File: src/rtl/programmable_counter_pkg.sv
// Shared encodings for the programmable counter: terminal-behaviour modes
// and count direction.
package programmable_counter_pkg;

  localparam logic [1:0] MODE_WRAP    = 2'b00;
  localparam logic [1:0] MODE_MODULO  = 2'b01;
  localparam logic [1:0] MODE_SAT     = 2'b10;
  localparam logic [1:0] MODE_ONESHOT = 2'b11;

  localparam logic DIR_UP   = 1'b0;
  localparam logic DIR_DOWN = 1'b1;

endpackage

File: src/rtl/programmable_counter_inc_dec_unit.sv
// WIDTH-bit +/-1 step with combinational carry (up) or borrow (down) out.
module inc_dec_unit
  import programmable_counter_pkg::*;
#(
  parameter int unsigned WIDTH = 16
) (
  input  logic [WIDTH-1:0] a,
  input  logic             dir,
  output logic [WIDTH-1:0] y,
  output logic             carry
);

  logic [WIDTH:0] sum;

  // Extra MSB carries out on FFFF+1 and borrows out on 0-1.
  always_comb begin
    if (dir == DIR_DOWN) begin
      sum = {1'b0, a} - {{WIDTH{1'b0}}, 1'b1};
    end else begin
      sum = {1'b0, a} + {{WIDTH{1'b0}}, 1'b1};
    end
    y     = sum[WIDTH-1:0];
    carry = sum[WIDTH];
  end

endmodule

File: src/rtl/programmable_counter.sv
// Parametrised load/count register with wrap, modulo, saturate and one-shot
// terminal behaviours; state updates on the falling clock edge.
module programmable_counter
  import programmable_counter_pkg::*;
#(
  parameter int unsigned     WIDTH       = 16,
  parameter logic [WIDTH-1:0] RESET_VALUE = '0
) (
  input  logic             clk,
  input  logic             rst,
  input  logic             st,
  input  logic             en,
  input  logic             dir,
  input  logic [1:0]       mode,
  input  logic [WIDTH-1:0] limit,
  input  logic [WIDTH-1:0] X,
  output logic [WIDTH-1:0] out,
  output logic             tc,
  output logic             wrap_pulse,
  output logic             running
);

  logic [WIDTH-1:0] cnt_q, cnt_d;
  logic             wrap_q, wrap_d;
  logic             run_q, run_d;

  logic [WIDTH-1:0] step;
  logic             step_carry;
  logic [WIDTH-1:0] term;
  logic [WIDTH-1:0] sat_next;
  logic             at_hi;
  logic             at_zero;

  inc_dec_unit #(
    .WIDTH (WIDTH)
  ) u_inc_dec (
    .a     (cnt_q),
    .dir   (dir),
    .y     (step),
    .carry (step_carry)
  );

  always_comb begin
    if (dir == DIR_DOWN) begin
      term = '0;
    end else if (mode == MODE_WRAP) begin
      term = '1;
    end else begin
      term = limit;
    end
  end

  assign tc      = (cnt_q == term);
  assign at_hi   = (cnt_q >= limit);
  assign at_zero = (cnt_q == '0);

  // Clamped step shared by SATURATE and an active ONESHOT.
  always_comb begin
    if (dir == DIR_DOWN) begin
      sat_next = at_zero ? cnt_q : step;
    end else begin
      sat_next = at_hi ? cnt_q : step;
    end
  end

  always_comb begin
    cnt_d  = cnt_q;
    wrap_d = 1'b0;
    run_d  = run_q;
    if (st) begin
      cnt_d = X;
      run_d = (X != term);
    end else if (en) begin
      unique case (mode)
        MODE_WRAP: begin
          cnt_d  = step;
          wrap_d = step_carry;
        end
        MODE_MODULO: begin
          if (dir == DIR_DOWN) begin
            cnt_d  = at_zero ? limit : step;
            wrap_d = at_zero;
          end else begin
            cnt_d  = at_hi ? '0 : step;
            wrap_d = at_hi;
          end
        end
        MODE_SAT: begin
          cnt_d = sat_next;
        end
        MODE_ONESHOT: begin
          if (run_q) begin
            cnt_d = sat_next;
            run_d = (sat_next != term);
          end
        end
        default: ;
      endcase
    end
  end

  always_ff @(negedge clk) begin
    if (rst) begin
      cnt_q  <= RESET_VALUE;
      wrap_q <= 1'b0;
      run_q  <= 1'b0;
    end else begin
      cnt_q  <= cnt_d;
      wrap_q <= wrap_d;
      run_q  <= run_d;
    end
  end

  assign out        = cnt_q;
  assign wrap_pulse = wrap_q;
  assign running    = run_q;

endmodule

File: config.mk
export PLATFORM = sky130hd
export DESIGN_NAME = programmable_counter
export DESIGN_NICKNAME = d
export VERILOG_FILES = /design/src/rtl/programmable_counter_pkg.sv /design/src/rtl/programmable_counter_inc_dec_unit.sv /design/src/rtl/programmable_counter.sv
export SDC_FILE = /design/constraint.sdc
export NUM_CORES = 1
export LEC_CHECK = 0
export ABC_AREA = 1
export BUFFER_PORTS_ARGS = -buffer_cell sky130_fd_sc_hd__buf_2
export CORE_MARGIN = 5
export CORE_UTILIZATION = 35
export DETAILED_ROUTE_END_ITERATION = 8
export HOLD_SLACK_MARGIN = 0.03
export PLACE_DENSITY = 0.56
export RECOVER_POWER = 25
export SLEW_MARGIN = 20
export SYNTH_ARGS = -nofsm -noshare
export SYNTH_HDL_FRONTEND = slang
export SYNTH_HIERARCHICAL = 1
export SYNTH_SLANG_ARGS = --single-unit
File: constraint.sdc
create_clock -name clk -period 2.6 [get_ports clk]
set_input_delay 0.13 -clock clk [delete_from_list [all_inputs] [get_ports clk]]
set_output_delay 0.13 -clock clk [all_outputs]
set_load 0.005 [all_outputs]
==> results_tabular.tex <==
\begin{tabular}{lr}
\hline
Metric & Value \\
\hline
\multicolumn{2}{l}{\textbf{Run status}} \\
\quad Run status & finished with violations \\
\quad Violations in the final reports & setup timing \\
\multicolumn{2}{l}{\textbf{Placed design}} \\
\quad Count of buffers from port buffering & 57 \\
\quad Routability congestion estimate from global placement & between 0.9 and 1 \\
\quad Post-detail-place hpwl & about 16000 µm \\
\quad Placed Instance Area & around 6300 µm² \\
\multicolumn{2}{l}{\textbf{Yosys}} \\
\quad Asr flop ratio synth & 0\% \\
\quad Flip-flop and latch count after synthesis & 18 \\
\quad Synth area leader & sky130\_fd\_sc\_hd\_\_nand2\_1 \\
\quad Most used standard cells in the synthesized netlist & sky130\_fd\_sc\_hd\_\_nand2\_1, sky130\_fd\_sc\_hd\_\_inv\_1, sky130\_fd\_sc\_hd\_\_nand3\_1, sky130\_fd\_sc\_hd\_\_a21oi\_1, sky130\_fd\_sc\_hd\_\_nor2\_1 \\
\quad Post-synthesis cell type count & 46 \\
\quad Cell with the most instances after synthesis & sky130\_fd\_sc\_hd\_\_nand2\_1 \\
\quad Top flip-flop cell by instance count after synthesis & sky130\_fd\_sc\_hd\_\_dfxtp\_1 \\
\quad Count of flip-flops with a built-in enable after synthesis & 0 \\
\quad Proportion of netlist area held by the largest area contributor & about 17\% \\
\quad Synthesized area per cell & approximately 5.8 µm² \\
\quad Post-Syn Area & roughly 4200 µm² \\
\quad Count of yosys warnings during synthesis & 6 \\
\quad Sequential cell area fraction in the yosys report & 8.67\% \\
\quad Synth area leaders & sky130\_fd\_sc\_hd\_\_nand2\_1, sky130\_fd\_sc\_hd\_\_ha\_1, sky130\_fd\_sc\_hd\_\_inv\_1 \\
\quad Syn Nets & between 700 and 800 \\
\quad Post-Syn Instances & between 700 and 800 \\
\multicolumn{2}{l}{\textbf{Global routing}} \\
\quad Number of antenna violations at the first check in global routing & 0 \\
\quad Gr ovfl total & 0 \\
\quad Via count of the first global-routing pass & between 5000 and 6000 \\
\quad Gr usage total & 27.4\% \\
\quad Global-route wire length before repair & 31000 µm \\
\quad Largest net degree at the start of global routing & 23 \\
\multicolumn{2}{l}{\textbf{CTS}} \\
\quad CTS root buffer & sky130\_fd\_sc\_hd\_\_clkbuf\_16 \\
\quad Longest Clk Path Bufs & 2 \\
\quad Clock tree sinks & 18 \\
\quad TritonCTS clock tree & done \\
\quad H-tree level count & 1 \\
\quad Clk\_lat worst skew & 0.35 ns \\
\quad Clock-pin slew on the worst setup and hold paths & approximately 0.050 ns \\
\quad Clock buffer count from CTS & 3 \\
\multicolumn{2}{l}{\textbf{Drt}} \\
\quad Routed Wire Length & 20300 µm \\
\quad Wire length per cell after detailed routing & between 15 and 20 µm \\
\quad Number of antenna-violating nets in the routed design & 0 \\
\quad Vias & roughly 6000 \\
\quad Violation count after the first detailed-route iteration & between 300 and 400 \\
\quad DRC violation count after routing & 0 \\
\quad Number of detailed-route iterations in the first pass & 5 \\
\quad Via count normalized by instance count & around 5.4 \\
\multicolumn{2}{l}{\textbf{Critical path}} \\
\quad Worst flop-to-flop path startpoint & out[14]\$\_SDFFE\_NP0P\_ \\
\quad Max incr delay on CP & roughly 0.34 ns \\
\quad Required time at the endpoint of the critical path & around 1.6 ns \\
\quad Register-to-register path setup slack & approximately 0.080 ns \\
\quad Startpoint type of the worst setup path & primary input \\
\quad Arrival time reported for the critical path endpoint & between 2 and 2.5 ns \\
\quad Buffers and inverters on the worst path & 5 \\
\quad RR Endpoint & running\$\_SDFFE\_NP0P\_ \\
\quad Cell breakdown of the critical path & buf\_16 -> buf\_8 -> buf\_12 -> ha\_4 -> nand2\_4 -> buf\_6 -> nor3\_2 -> nand2\_1 -> nand2\_1 -> nand2\_1 -> nand2\_2 -> nor2\_4 -> buf\_4 -> o311ai\_2 -> o21ai\_1 -> a21oi\_1 \\
\quad Critical path fanouts, max & 6 \\
\quad Kind of critical path & in -> reg \\
\quad CP delay by family, top & buffers and inverters \\
\quad Critical-path top delay cell & sky130\_fd\_sc\_hd\_\_o311ai\_2 \\
\quad Cell repeated most along the worst path & sky130\_fd\_sc\_hd\_\_nand2\_1 \\
\quad Nature of the critical path endpoint & register \\
\quad Path depth of the worst reg2reg path & 16 \\
\multicolumn{2}{l}{\textbf{Layout}} \\
\quad Area growth, synth to finish & 78.2\% \\
\quad Final instance area & between 7000 and 8000 µm² \\
\quad Share of post-route cells with drive strength above 1 & roughly 51\% \\
\quad Total inserted antenna cells & 0 \\
\quad Final net count & between 1000 and 1500 \\
\multicolumn{2}{l}{\textbf{Power and ir drop}} \\
\quad Leakage dissipation & roughly 3.8 nW \\
\quad Peak ir drop on the vdd network & around 350 µV \\
\quad Power density relative to cell area & $\sim$430 nW/µm² \\
\quad Total power draw & approximately 3.2 mW \\
\multicolumn{2}{l}{\textbf{Floorplanning}} \\
\quad IO Count & slightly below 60 \\
\quad Count of standard-cell rows & 39 \\
\quad Floorplan core area & 11500 µm² \\
\quad Height of the die & about 120 µm \\
\quad Starting Density & 36.1\% \\
\quad Width of the chip & approximately 120 µm \\
\quad Floorplan die area & around 14000 µm² \\
\multicolumn{2}{l}{\textbf{Hold path}} \\
\quad Beginning of the worst hold path & running\$\_SDFFE\_NP0P\_ \\
\quad Type of the tightest min-delay check & reg -> reg \\
\quad WHS Path Cells & 2 \\
\quad Hold Crit Endpoint & running\$\_SDFFE\_NP0P\_ \\
\multicolumn{2}{l}{\textbf{Timing}} \\
\quad Final number of max-transition violations & 0 \\
\quad Final count of hold timing violations & 0 \\
\quad Tightest hold margin & around 0.52 ns \\
\quad Least setup slack across all paths after layout & -0.685 ns \\
\quad Slew @ Worst Pin & 0.435 ns \\
\quad Skew final & about 0.022 ns \\
\quad Count of final setup violators & 19 \\
\quad Unrepaired setup endpoints after global routing & true \\
\quad Worst max-slew margin expressed relative to the limit & 70.9\% \\
\multicolumn{2}{l}{\textbf{Job}} \\
\quad \# Max-Cap Violations & 0 \\
\hline
\end{tabular}
==> per-stage QoR <==
stage	worst slack, ns	util (%)	TNS (ns)	cells
finish	-0.685	64.3	-8.91	1115
global route	-0.752	64.3	-10.93	1115
CTS	-0.589	60.2	-8.51	1100
detailed placement	-1.29	54.4	-19.35	1069
global placement	-1.26	54.4	-18.79	1069
floorplan	-0.546	-	-6.63	719
==> worst reg2reg max path, cell delays in order (launching register included) <==
cell and delay, ns:
sky130_fd_sc_hd__dfxtp_2 0.32, sky130_fd_sc_hd__clkbuf_2 0.20, sky130_fd_sc_hd__ha_4 0.32, sky130_fd_sc_hd__nand2_4 0.06
sky130_fd_sc_hd__nor3_4 0.26, sky130_fd_sc_hd__nand2_4 0.14, sky130_fd_sc_hd__buf_12 0.18, sky130_fd_sc_hd__nand3_1 0.08
sky130_fd_sc_hd__nand3_1 0.11, sky130_fd_sc_hd__nand3_1 0.09, sky130_fd_sc_hd__nand2_1 0.12, sky130_fd_sc_hd__nor2_1 0.13
sky130_fd_sc_hd__nand2_1 0.08, sky130_fd_sc_hd__nor2_1 0.13, sky130_fd_sc_hd__nand2_1 0.07, sky130_fd_sc_hd__nand2_1 0.06
sky130_fd_sc_hd__a21oi_1 0.06
==> flip-flops by register name (all words and copies together), names as in the netlist <==
signal	count
out	16
wrap_pulse	1
running	1
==> layer usage <==
metal	track usage [%]	vias up	wire [µm]
li1	-	2925	-
met1	34.0	2791	8330
met2	46.8	243	9790
met3	3.98	60	1260
met4	12.8	0	906
met5	0	-	0
==> kinds of logic after synthesis <==
logic type	synth area share, %
flops	8.67
buf+inv	13.2
fa+ha+maj	9.81
compound gates	20.1
simple gates	41.9
xor+xnor	6.32
==> power by group <==
group          leakage, nW  switching, mW  total [mW]  internal (mW)
Sequential           0.151         0.0182       0.327          0.309
Clock                0.133          0.202       0.446          0.244
Combinational         3.51           1.32        2.44           1.12
Total                 3.79           1.54        3.21           1.67
==> what timing repair did <==
item                       4_1_cts  5_1_grt
setup buffers                   10       15
setup endpoints to repair       19       20
gates resized for setup        101       86
pin swaps                       67       68
cloned                           1        0
hold buffers                     0        0
==> how the worst max path moves through the flow <==
stage / startpoint / to / slack [ns] / depth (start not counted)
2_1_floorplan: limit[9] / running$_SDFFE_NP0P_ / -0.55 / 17
3_3_place_gp: dir / running$_SDFFE_NP0P_ / -1.26 / 21
3_5_place_dp: dir / running$_SDFFE_NP0P_ / -1.29 / 19
4_1_cts: dir / running$_SDFFE_NP0P_ / -0.59 / 20
5_1_grt: dir / running$_SDFFE_NP0P_ / -0.75 / 21
6_report: dir / out[15]$_SDFFE_NP0P_ / -0.69 / 16
==> layout make-up <==
| cell class | instances | area (µm²) |
|---|---|---|
| clock buffers | 3 | 75.1 |
| fillers | 1120 | 4110 |
| inverters | 105 | 422 |
| flip-flops and latches | 18 | 367 |
| repair buffers | 258 | 2060 |
| multi-input cells | 569 | 4230 |
| well taps | 143 | 179 |
| clock inverters | 19 | 72.6 |
==> layout by cell type (no fill, tap or decap), types with 8 or more instances in the layout <==
cell type	instances
sky130_fd_sc_hd__nand3_2	30
sky130_fd_sc_hd__buf_6	16
sky130_fd_sc_hd__a21oi_2	18
sky130_fd_sc_hd__buf_2	48
sky130_fd_sc_hd__nor2_1	31
sky130_fd_sc_hd__xor2_1	20
sky130_fd_sc_hd__nor2_2	8
sky130_fd_sc_hd__dfxtp_1	13
sky130_fd_sc_hd__nand3_1	40
sky130_fd_sc_hd__nand4_1	18
sky130_fd_sc_hd__inv_2	22
sky130_fd_sc_hd__buf_12	10
sky130_fd_sc_hd__o21ai_1	19
sky130_fd_sc_hd__a21oi_1	28
sky130_fd_sc_hd__nand2_4	18
sky130_fd_sc_hd__o22ai_1	10
sky130_fd_sc_hd__nand2_2	44
sky130_fd_sc_hd__o21ai_0	30
sky130_fd_sc_hd__ha_4	25
sky130_fd_sc_hd__o21ai_2	8
sky130_fd_sc_hd__buf_4	177
sky130_fd_sc_hd__inv_1	96
sky130_fd_sc_hd__nand2_1	146
Note: power is estimated with default switching activity, not from simulation.
